[config.mk]
export PLATFORM = sky130hd
export DESIGN_NAME = assay_sequencer
export DESIGN_NICKNAME = d
export VERILOG_FILES = /design/src/rtl/assay_sequencer.sv
export SDC_FILE = /design/constraint.sdc
export NUM_CORES = 1
export LEC_CHECK = 0
export CORE_MARGIN = 5
export CORE_UTILIZATION = 35
export CTS_BUF_LIST = sky130_fd_sc_hd__clkbuf_16
export CTS_CLUSTER_DIAMETER = 150
export DETAILED_ROUTE_END_ITERATION = 8
export PLACE_DENSITY = 0.65
export SYNTH_ARGS = -nofsm -noshare
export SYNTH_HDL_FRONTEND = slang
export SYNTH_SLANG_ARGS = --single-unit
[constraint.sdc]
create_clock -name clk -period 6.7 [get_ports clk]
set_input_delay 1.34 -clock clk [delete_from_list [all_inputs] [get_ports clk]]
set_output_delay 1.34 -clock clk [all_outputs]
set_load 0.01 [all_outputs]
[src/rtl/assay_sequencer.sv]
`default_nettype none
// ============================================================================
// Module      : assay_sequencer
// Description : Per-channel inlet A / inlet B / mix / read / report sequencer
//               for the paired-inlet diagnostic array. Drives the inlet
//               valves, integrates each channel's detector flag over a fixed
//               window and streams one pass/fail bit per channel.
// Revision    : 1.0 - initial release
// ============================================================================
module assay_sequencer #(
    parameter  int N_CH        = 12,
    parameter  int READ_CYCLES = 16,
    parameter  int READ_THRESH = 8,
    localparam int CHW         = (N_CH > 1) ? $clog2(N_CH) : 1,
    localparam int RCW         = $clog2(READ_CYCLES + 1)
) (
    input  logic              clk,
    input  logic              rst,
    input  logic              start_i,
    input  logic              abort_i,
    input  logic [7:0]        disp_cycles_i,
    input  logic [15:0]       mix_cycles_i,
    input  logic [N_CH-1:0]   det_in_i,
    output logic [2*N_CH-1:0] valve_o,
    output logic              busy_o,
    output logic              done_o,
    output logic              res_valid_o,
    input  logic              res_ready_i,
    output logic [CHW-1:0]    res_ch_o,
    output logic              res_val_o,
    output logic [N_CH-1:0]   result_vec_o
);

    typedef enum logic [2:0] {
        S_IDLE   = 3'd0,
        S_DISP_A = 3'd1,
        S_DISP_B = 3'd2,
        S_MIX    = 3'd3,
        S_READ   = 3'd4,
        S_REPORT = 3'd5,
        S_DONE   = 3'd6
    } state_t;

    localparam logic [15:0]    READ_LOAD = 16'(READ_CYCLES - 1);
    localparam logic [RCW-1:0] RCNT_MAX  = RCW'(READ_CYCLES);
    localparam logic [RCW-1:0] RCNT_THR  = RCW'(READ_THRESH);
    localparam logic [CHW-1:0] CH_LAST   = CHW'(N_CH - 1);

    state_t              state_q, state_d;
    logic [CHW-1:0]      ch_q, ch_d;
    logic [15:0]         tmr_q, tmr_d;
    logic [7:0]          disp_q, disp_d;
    logic [15:0]         mix_q, mix_d;
    logic [RCW-1:0]      rcnt_q, rcnt_d;
    logic                res_val_q, res_val_d;
    logic [N_CH-1:0]     result_vec_q, result_vec_d;
    logic [2*N_CH-1:0]   valve_q, valve_d;
    logic                busy_q, busy_d;
    logic                done_q, done_d;
    logic                res_valid_q, res_valid_d;

    logic                tmr_zero;
    logic [RCW-1:0]      rcnt_inc;

    // Timer reload for a dispense phase: a programmed zero still gives one cycle.
    function automatic logic [15:0] disp_load(input logic [7:0] d);
        return (d == 8'd0) ? 16'd0 : ({8'd0, d} - 16'd1);
    endfunction

    assign tmr_zero = (tmr_q == 16'd0);
    // Saturating high-sample count including this cycle's detector sample.
    assign rcnt_inc = (det_in_i[ch_q] && (rcnt_q != RCNT_MAX)) ? (rcnt_q + RCW'(1)) : rcnt_q;

    // Next-state logic; outputs are precomputed from the next state so they register cleanly.
    always_comb begin
        state_d      = state_q;
        ch_d         = ch_q;
        tmr_d        = tmr_q;
        disp_d       = disp_q;
        mix_d        = mix_q;
        rcnt_d       = rcnt_q;
        res_val_d    = res_val_q;
        result_vec_d = result_vec_q;

        case (state_q)
            S_IDLE: begin
                if (start_i) begin
                    state_d      = S_DISP_A;
                    disp_d       = disp_cycles_i;
                    mix_d        = mix_cycles_i;
                    ch_d         = '0;
                    result_vec_d = '0;
                    tmr_d        = disp_load(disp_cycles_i);
                end
            end
            S_DISP_A: begin
                if (tmr_zero) begin
                    state_d = S_DISP_B;
                    tmr_d   = disp_load(disp_q);
                end else begin
                    tmr_d = tmr_q - 16'd1;
                end
            end
            S_DISP_B: begin
                if (tmr_zero) begin
                    if (mix_q == 16'd0) begin
                        state_d = S_READ;
                        tmr_d   = READ_LOAD;
                        rcnt_d  = '0;
                    end else begin
                        state_d = S_MIX;
                        tmr_d   = mix_q - 16'd1;
                    end
                end else begin
                    tmr_d = tmr_q - 16'd1;
                end
            end
            S_MIX: begin
                if (tmr_zero) begin
                    state_d = S_READ;
                    tmr_d   = READ_LOAD;
                    rcnt_d  = '0;
                end else begin
                    tmr_d = tmr_q - 16'd1;
                end
            end
            S_READ: begin
                rcnt_d = rcnt_inc;
                if (tmr_zero) begin
                    state_d   = S_REPORT;
                    res_val_d = (rcnt_inc >= RCNT_THR);
                end else begin
                    tmr_d = tmr_q - 16'd1;
                end
            end
            S_REPORT: begin
                if (res_ready_i) begin
                    result_vec_d[ch_q] = res_val_q;
                    if (ch_q == CH_LAST) begin
                        state_d = S_DONE;
                    end else begin
                        state_d = S_DISP_A;
                        ch_d    = ch_q + CHW'(1);
                        tmr_d   = disp_load(disp_q);
                    end
                end
            end
            S_DONE: begin
                state_d = S_IDLE;
            end
            default: begin
                state_d = S_IDLE;
            end
        endcase

        // Abort wins over everything, including a REPORT handshake in the same cycle.
        if (abort_i && (state_q != S_IDLE)) begin
            state_d      = S_IDLE;
            ch_d         = ch_q;
            result_vec_d = result_vec_q;
        end

        valve_d = '0;
        if (state_d == S_DISP_A) begin
            valve_d[{ch_d, 1'b0}] = 1'b1;
        end else if (state_d == S_DISP_B) begin
            valve_d[{ch_d, 1'b1}] = 1'b1;
        end
        busy_d      = (state_d != S_IDLE);
        done_d      = (state_d == S_DONE);
        res_valid_d = (state_d == S_REPORT);
    end

    // State, datapath and registered outputs.
    always_ff @(posedge clk) begin
        if (rst) begin
            state_q      <= S_IDLE;
            ch_q         <= '0;
            tmr_q        <= '0;
            disp_q       <= '0;
            mix_q        <= '0;
            rcnt_q       <= '0;
            res_val_q    <= 1'b0;
            result_vec_q <= '0;
            valve_q      <= '0;
            busy_q       <= 1'b0;
            done_q       <= 1'b0;
            res_valid_q  <= 1'b0;
        end else begin
            state_q      <= state_d;
            ch_q         <= ch_d;
            tmr_q        <= tmr_d;
            disp_q       <= disp_d;
            mix_q        <= mix_d;
            rcnt_q       <= rcnt_d;
            res_val_q    <= res_val_d;
            result_vec_q <= result_vec_d;
            valve_q      <= valve_d;
            busy_q       <= busy_d;
            done_q       <= done_d;
            res_valid_q  <= res_valid_d;
        end
    end

    assign valve_o      = valve_q;
    assign busy_o       = busy_q;
    assign done_o       = done_q;
    assign res_valid_o  = res_valid_q;
    assign res_ch_o     = ch_q;
    assign res_val_o    = res_val_q;
    assign result_vec_o = result_vec_q;

endmodule
`default_nettype wire

======== After elaboration in Yosys (flattened, before gate mapping) ========
Cells that the tools add are included.
storage, ports and cells
  bits in registers ....................... 92
  input port bits ......................... 41
  output and inout bits ................... 44
operators by class
  add/subtract/negate cells ............... 6
  order comparisons ....................... 7
  equal/unequal tests ..................... 18
  multiplexer cells ....................... 45
  bitwise logic cells ..................... 2
  reduce and logical (&&, ||, !) cells .... 21
operators with widths
  kind                                                                          count
  16-bit two-way mux                                                            10
  16-bit one-hot mux with 6 select lines                                        1
  16-bit zero test                                                              2
  16-bit by 1-bit subtractor with 16-bit output, second input constant          2
  3-bit two-way mux                                                             9
  12-bit two-way mux                                                            2
  12-bit one-hot mux with 2 select lines                                        1
  23-bit two-way mux                                                            1
  22-bit two-way mux                                                            1
  5-bit two-way mux                                                             4
  3-bit one-hot mux with 6 select lines                                         1
  8-bit by 1-bit subtractor with 9-bit output, second input constant            2
  8-bit zero test                                                               2
  4-bit two-way mux                                                             4
  5-bit one-hot mux with 3 select lines                                         1
  2-bit != test, second input constant                                          7
  12-bit bitwise mux                                                            1
  1-bit demux with 4-bit select                                                 3
  3-bit == test, second input constant                                          4
  5-bit by 6-bit less-than comparator with 1-bit output, second input constant  2
  5-bit by 1-bit >= comparator with 1-bit output, second input constant         2
  3-bit by 2-bit == test with 1-bit output, second input constant               3
  3-bit nonzero test                                                            3
  4-bit one-hot mux with 2 select lines                                         1
  other kinds (19)                                                              30

======== Longest topological paths before layout ========
Gate-level depths: netlist of run 1.
  depth after elaboration ................. 11
  mapped depth ............................ 10
  mapped depth without buffers ............ 8

======== Worst setup path before layout of run 1 ========
OpenSTA, ideal clock, no wires.
  path type ............................... input -> register
  start ................................... in abort_i
  end ..................................... reg valve_q[7] (netlist: valve_o[7])
  arrival time ............................ 3.174 ns
  data required time ...................... 6.608 ns
  slack ................................... 3.434 ns
  stages .................................. 8
  cells stage by stage .................... clkbuf_1 > nor4bb_1 > a21boi_0 > o21ai_0 > and2_1 > clkbuf_1 > or3_1 > nor4_1
between the ends
  word-level cells in the longest chain between the ends .. 6
  elaborated cells between the ends (all ways) .. 12
  classes of those cells .................. 2 x order compare; 2 x eq/ne; 4 x mux; 1 x bitwise; 3 x reduce/logical
ends and longest elaborated chain
  item                                                                                                                                                  RTL line  text
  start: declaration                                                                                                                                    20        input logic abort_i,
  1-bit logical AND (*)                                                                                                                                 157       if (abort_i && (state_q != S_IDLE)) begin
  4-bit two-way mux                                                                                                                                     157
  5-bit by 6-bit less-than comparator with 1-bit output (not written as such) / 5-bit by 1-bit >= comparator with 1-bit output (equally long branches)  167       valve_d[{ch_d, 1'b1}] = 1'b1;
  1-bit logical AND (not written as such)                                                                                                               167
  1-bit two-way mux (not written as such)                                                                                                               167
  1-bit demux with 4-bit select                                                                                                                         167
  end signal: assignment                                                                                                                                198       valve_q <= valve_d;
  end: declaration                                                                                                                                      57        logic [2*N_CH-1:0] valve_q, valve_d;
Mark *: on every way between the ends. The rest lies on a longest branch, timed or not.
A chain may end at the register's enable or synchronous reset.

======== Worst setup path in the final report of run 1 ========
  start ................................... in start_i
  end ..................................... reg valve_q[10] (netlist: valve_o[10])
between the ends
  word-level cells in the longest chain between the ends .. 8
  elaborated cells between the ends (all ways) .. 13
  classes of those cells .................. 2 x order compare; 1 x eq/ne; 9 x mux; 1 x reduce/logical
ends and longest elaborated chain
  item                                                                                                                                                  RTL line  text
  start: declaration                                                                                                                                    19        input logic start_i,
  4-bit two-way mux                                                                                                                                     87        if (start_i) begin
  4-bit one-hot mux with 2 select lines                                                                                                                 85        case (state_q)
  4-bit two-way mux                                                                                                                                     157
  5-bit by 6-bit less-than comparator with 1-bit output (not written as such) / 5-bit by 1-bit >= comparator with 1-bit output (equally long branches)  165       valve_d[{ch_d, 1'b0}] = 1'b1;
  1-bit logical AND (not written as such)                                                                                                               165
  1-bit two-way mux (not written as such)                                                                                                               165
  1-bit demux with 4-bit select                                                                                                                         165
  23-bit two-way mux (*)                                                                                                                                164       if (state_d == S_DISP_A) begin
Marked as above.

==> impl_metrics.py, run 1 <==
metrics = {
    "setup_path": {
        "critPathMaxFanout": 25,
        "critPathRequiredTime_ns": 6.97,
        "slowest_delay_ns": 0.92,
        "critPathSlowestCell": "or4b_2",
        "worst-path-buf-inv": 1,
        "crit_chain": "clkdlybuf4s50_1, or4b_2, o211ai_1, a211oi_4, nor4_2, nand3_1, nor3_1",
        "rrSetupSlack_ns": 3.24,
        "worst-setup-path-type": "in -> reg",
        "endpoint_kind": "register",
        "arrival_ns": 4.07,
        "startpoint_type": "primary input",
        "cp_top_family": "simple AND/OR/NAND/NOR gates",
    },
    "sta": {
        "tightest_slew_ns": 1.10,
        "hold_violations": 0,
        "finClkSkew_ns": 0.0115,
        "fmax_ghz": 0.264,
        "finalCritPeriodShare": 0.566,
        "period_needed_ns": 3.79,
        "setup_violations": 0,
        "finalSetupTns_ns": 0,
        "rsz0062_at_grt": "no",
        "relSlewSlack": 0.264,
        "slew_violations": 0,
    },
    "floorplanning": {
        "chipWidth_um": 133,
        "dieHeight_um": 133,
        "rows": 45,
        "core_um2": 15100,
        "start_util": 0.353,
        "die_area_um2": 17800,
        "num_io_pins": 85,
    },
    "synth": {
        "syn-cell-area_um2": 5330,
        "synth-edff-count": 0,
        "synth_commonest_cells": "97 x nand2_1, 92 x dfxtp_1, 67 x nor2_1, 66 x a21oi_1, 39 x o21ai_0",
        "synth_most_common_cell": "nand2_1",
        "ys_types": 66,
        "synth.area.top_cells": "dfxtp_1 35%, nand2_1 6.8%, a21oi_1 6.2%",
        "synthArstFlopShare": 0,
        "yosys.area.top_type": "dfxtp_1",
        "synth-seq-area-share": 0.345,
        "synth_seq_cells": 92,
        "yosys_warnings": 0,
        "synth_nets": 750,
        "synth_top_cell_area_share": 0.345,
        "synth_cells": 696,
        "ys.flop_type": "dfxtp_1",
        "synth.avg_cell_area_um2": 7.66,
    },
    "routing": {
        "viasPerCell": 5.59,
        "vias": 5284,
        "postRouteAntennaNets": 0,
        "route.detailed.drc": 0,
        "firstDrtPassIters": 6,
        "wl_mm": 15.5,
        "first_iter_violations": 424,
        "wl_per_cell_um": 16.4,
    },
    "clocking": {
        "clk_pin_slew_worst_paths_ns": 0.08,
        "cts_resized": 0,
        "ctsLongestPathBuffers": 2,
        "cts-root-buf": "clkbuf_16",
        "post_cts_buffers": 0,
        "tritoncts": "yes",
        "cts.sinks": 92,
        "cts_inserted_buffers": 9,
        "htreeDepth": 3,
        "cts_hold_buf": 0,
        "worstSkewPairLatency_ns": 0.36,
    },
    "layout": {
        "synthToLayoutAreaGrowth_pct": 23.5,
        "drive_above_1_share": 0.0567,
        "fin_cells": 946,
        "regArea_um2": 1840,
        "diodes": 0,
        "fin_area_um2": 6590,
        "multiInputGateArea_um2": 3250,
        "fillCellCount": 1530,
        "final_nets": 807,
    },
    "global_routing": {
        "grt_pass1_vias": 4948,
        "grt_pass1_wl_mm": 25.1,
        "antenna_found_initial": 0,
        "grt_max_degree": 70,
        "grt_overflow": 0,
        "track_usage": 0.172,
    },
    "placed_design": {
        "placed_area_um2": 6260,
        "hpwlAfterDp_mm": 11.1,
        "port_buffers": 84,
        "gp_congestion": 0.885,
        "dpl.cell_count": 930,
    },
    "power": {
        "finalPower_mw": 2.00,
        "powerDensity_nw_per_um2": 304,
        "power_leakage_nw": 2.34,
        "vdd_drop_max_uv": 166,
    },
    "min_path": {
        "hp-class": "reg -> reg",
    },
    "job": {
        "maxCapViolCount": 0,
    },
    "status": {
        "status": "finished clean",
    },
}
-- power by group --
part	switching (mW)	total [mW]	internal [mW]
Sequential	0.0786	0.674	0.596
Combinational	0.470	0.769	0.299
Clock	0.255	0.558	0.303
Total	0.803	2.00	1.20
-- sequential cells by signal (all words and copies together), names as in the netlist --
name          flops
tmr_q            16
done_o            1
mix_q            16
res_val_o         1
res_ch_o          4
result_vec_o     12
disp_q            8
rcnt_q            5
state_q           3
res_valid_o       1
busy_o            1
valve_o          24
-- kinds of logic after synthesis --
family | after synthesis | synth area share
flip-flops | 92 | 0.345
adder cells (fa/ha/maj) | 13 | 0.0305
XOR/XNOR | 27 | 0.0443
AND/OR/NAND/NOR | 315 | 0.301
multiplexers | 12 | 0.0272
buffers and inverters | 62 | 0.0460
AO/OA/AOI/OAI | 175 | 0.206
-- worst paths after layout --
check / startpoint / to / depth (start not counted)
min reg2reg: result_vec_o[9] / result_vec_o[9] / 2
max: start_i / valve_o[10] / 7
min: result_vec_o[9] / result_vec_o[9] / 2
max reg2reg: tmr_q[8] / tmr_q[10] / 6
-- cell usage in the layout (no fill, tap or decap), drive strengths merged, types with 8 or more instances in the layout --
cell type and instances:
a211oi 14, a21oi 66, clkbuf 9, clkdlybuf4s50 83
dfxtp 92, ha 13, inv 25, mux2i 10
nand2 98, nand3 19, nor2 67, nor3 25
nor4 25, o21ai 39, or3 8, or4 16
xnor2 18, xor2 9
-- stage by stage --
| step | hold WS (ns) | utilization | worst slack, ns |
|---|---|---|---|
| floorplan | 0.453 | - | 3.43 |
| global placement | 0.464 | 0.415 | 2.62 |
| detailed placement | 0.470 | 0.415 | 2.54 |
| CTS | 0.482 | 0.436 | 2.91 |
| global route | 0.504 | 0.436 | 2.70 |
| finish | 0.480 | 0.436 | 2.91 |
-- worst reg2reg max path, delay by kind of cell, from the launching register on --
kind,cells,cell delay (ns)
flops,1,0.40
compound gates,3,1.39
simple gates,3,1.54
-- area by class of cell --
cell class | instances | area share
Clock inverter | 7 | 0.0148
Timing Repair Buffer | 88 | 0.131
Multi-Input combinational cell | 542 | 0.493
Clock buffer | 9 | 0.0342
Inverter | 20 | 0.0114
Sequential cell | 92 | 0.280
Tap cell | 188 | 0.0357
-- per-layer routing --
layer	vias to the layer above	wire [um]	GRT usage
met2	141	7080	0.266
met3	28	726	0.0249
met1	2471	7310	0.239
met4	0	368	0.0754
met5	-	0	0
li1	2644	-	-
No activity file was read; power rests on OpenSTA's default activity.
==> inputs of run 2 (changes only) <==
- clock period: 6.7 -> 3.63 ns (I/O delays scaled with it)
==> impl_metrics.py, run 2 (same netlist as run 1, synthesis figures left out) <==
metrics = {
    "status": {
        "status": "finished clean",
    },
    "setup_path": {
        "slowest_delay_ns": 0.71,
        "critPathRequiredTime_ns": 3.92,
        "arrival_ns": 3.42,
        "endpoint_kind": "register",
        "critPathSlowestCell": "or4_1",
        "startpoint_type": "register",
        "worst-setup-path-type": "reg -> reg",
        "critPathMaxFanout": 12,
        "rr_startpoint": "tmr_q[8]",
        "rrSetupSlack_ns": 0.49,
        "reg2reg_depth": 6,
        "crit_chain": "or4_1, or4_4, nor4_1, o32ai_2, or3_1, nor2_1",
        "reg2reg_to": "valve_o[9]",
    },
    "sta": {
        "finalCritPeriodShare": 0.865,
        "worst_slack_ns": 0.491,
        "rsz0062_at_grt": "no",
        "fmax_ghz": 0.319,
        "period_needed_ns": 3.14,
        "finalSetupTns_ns": 0,
        "setup_violations": 0,
        "tightest_slew_ns": 0.782,
        "hold_violations": 0,
        "finClkSkew_ns": 0.00740,
        "slew_violations": 0,
        "hold_slack_ns": 0.478,
        "relSlewSlack": 0.474,
    },
    "clocking": {
        "cts_inserted_buffers": 9,
        "post_cts_buffers": 0,
        "clk_pin_slew_worst_paths_ns": 0.07,
        "tritoncts": "yes",
        "cts_resized": 0,
        "ctsLongestPathBuffers": 2,
        "htreeDepth": 3,
        "cts.sinks": 92,
        "worstSkewPairLatency_ns": 0.35,
        "cts-root-buf": "clkbuf_16",
        "cts_hold_buf": 0,
    },
    "layout": {
        "final_nets": 816,
        "layout_common_cells": "97 x nand2_1, 92 x dfxtp_1, 83 x clkdlybuf4s50_1, 67 x nor2_1, 66 x a21oi_1",
        "regArea_um2": 1840,
        "utilization": 0.441,
        "drive_above_1_share": 0.0678,
        "largest_reg_flops": 24,
        "multiInputGateArea_um2": 3250,
        "final_common_cell": "nand2_1",
        "fin_area_um2": 6650,
        "synthToLayoutAreaGrowth_pct": 24.7,
        "fillCellCount": 1534,
        "fin_cells": 955,
        "diodes": 0,
    },
    "power": {
        "clockPowerShare": 0.263,
        "p_int_mw": 2.18,
        "vdd_drop_max_uv": 262,
        "pwr-share-comb": 0.398,
        "finalPower_mw": 3.68,
        "power_leakage_nw": 2.37,
        "swShare": 0.408,
        "p_seq_frac": 0.340,
        "powerDensity_nw_per_um2": 553,
        "switchingPower_mw": 1.50,
    },
    "floorplanning": {
        "dieHeight_um": 133,
        "core_um2": 15100,
        "chipWidth_um": 133,
        "num_io_pins": 85,
        "start_util": 0.353,
        "die_area_um2": 17800,
        "rows": 45,
    },
    "global_routing": {
        "track_usage": 0.167,
        "grt_overflow": 0,
        "grt_max_degree": 69,
        "grt_pass1_wl_mm": 24.6,
        "antenna_found_initial": 1,
        "grt_pass1_vias": 4789,
    },
    "placed_design": {
        "dpl.cell_count": 939,
        "placed_area_um2": 6330,
        "gp_congestion": 0.924,
        "port_buffers": 84,
        "hpwlAfterDp_mm": 11.2,
        "place_ws_ns": 0.370,
    },
    "routing": {
        "wl_per_cell_um": 16.2,
        "vias": 5344,
        "firstDrtPassIters": 5,
        "route.detailed.drc": 0,
        "wl_mm": 15.5,
        "postRouteAntennaNets": 0,
        "first_iter_violations": 347,
        "viasPerCell": 5.60,
    },
    "min_path": {
        "hp-class": "reg -> reg",
        "hp-start": "result_vec_o[3]",
        "hold_end": "result_vec_o[3]",
        "holdPathStages": 2,
    },
    "job": {
        "maxCapViolCount": 0,
    },
}
-- run 2: cell types whose count changed in the layout (fill, tap and decap cells not counted), sizes merged --
| cell | before | now |
|---|---|---|
| inv | 25 | 22 |
| bufinv | 1 | 0 |
| buf | 5 | 14 |
| clkinv | 1 | 5 |
-- run 2: worst max-delay path: cells and delay by family, from the launching register on --
kind | cells | cell delay [ns]
AO/OA/AOI/OAI | 1 | 0.27
flip-flops | 1 | 0.39
AND/OR/NAND/NOR | 5 | 2.42
-- run 2: final cells by class --
class,count,share of cell area
clock buffer,9,0.0339
clock inverter,7,0.0137
inverter,20,0.0113
multi-input combinational,542,0.488
sequential,92,0.277
tap,188,0.0354
timing repair buffer,97,0.140
-- run 2: per-layer routing --
metal | GRT usage | vias to the layer above | wire length, um
met1 | 0.239 | 2511 | 7530
met3 | 0.0336 | 26 | 691
met5 | 0 | - | 13
li1 | - | 2664 | -
met2 | 0.251 | 141 | 6920
met4 | 0.0577 | 2 | 331
-- run 2: worst max path at each step --
stage                     startpoint          end  slack (ns)
after floorplan             tmr_q[8]  valve_o[11]        0.84
after global placement       start_i   valve_o[7]        0.40
after detailed placement     start_i   valve_o[7]        0.37
after CTS                   tmr_q[8]  valve_o[11]        0.49
after global routing        tmr_q[8]  valve_o[14]        0.32
final                       tmr_q[8]   valve_o[9]        0.49
-- run 2: power groups by stage --
stage / Sequential [mW] / Combinational [mW] / Clock (mW)
global route: 1.27 / 1.60 / 1.02
detailed placement: 1.26 / 1.44 / 0
CTS: 1.24 / 1.44 / 0.985
global placement: 1.26 / 1.44 / 0
floorplan: 1.19 / 1.11 / 0
finish: 1.25 / 1.46 / 0.965
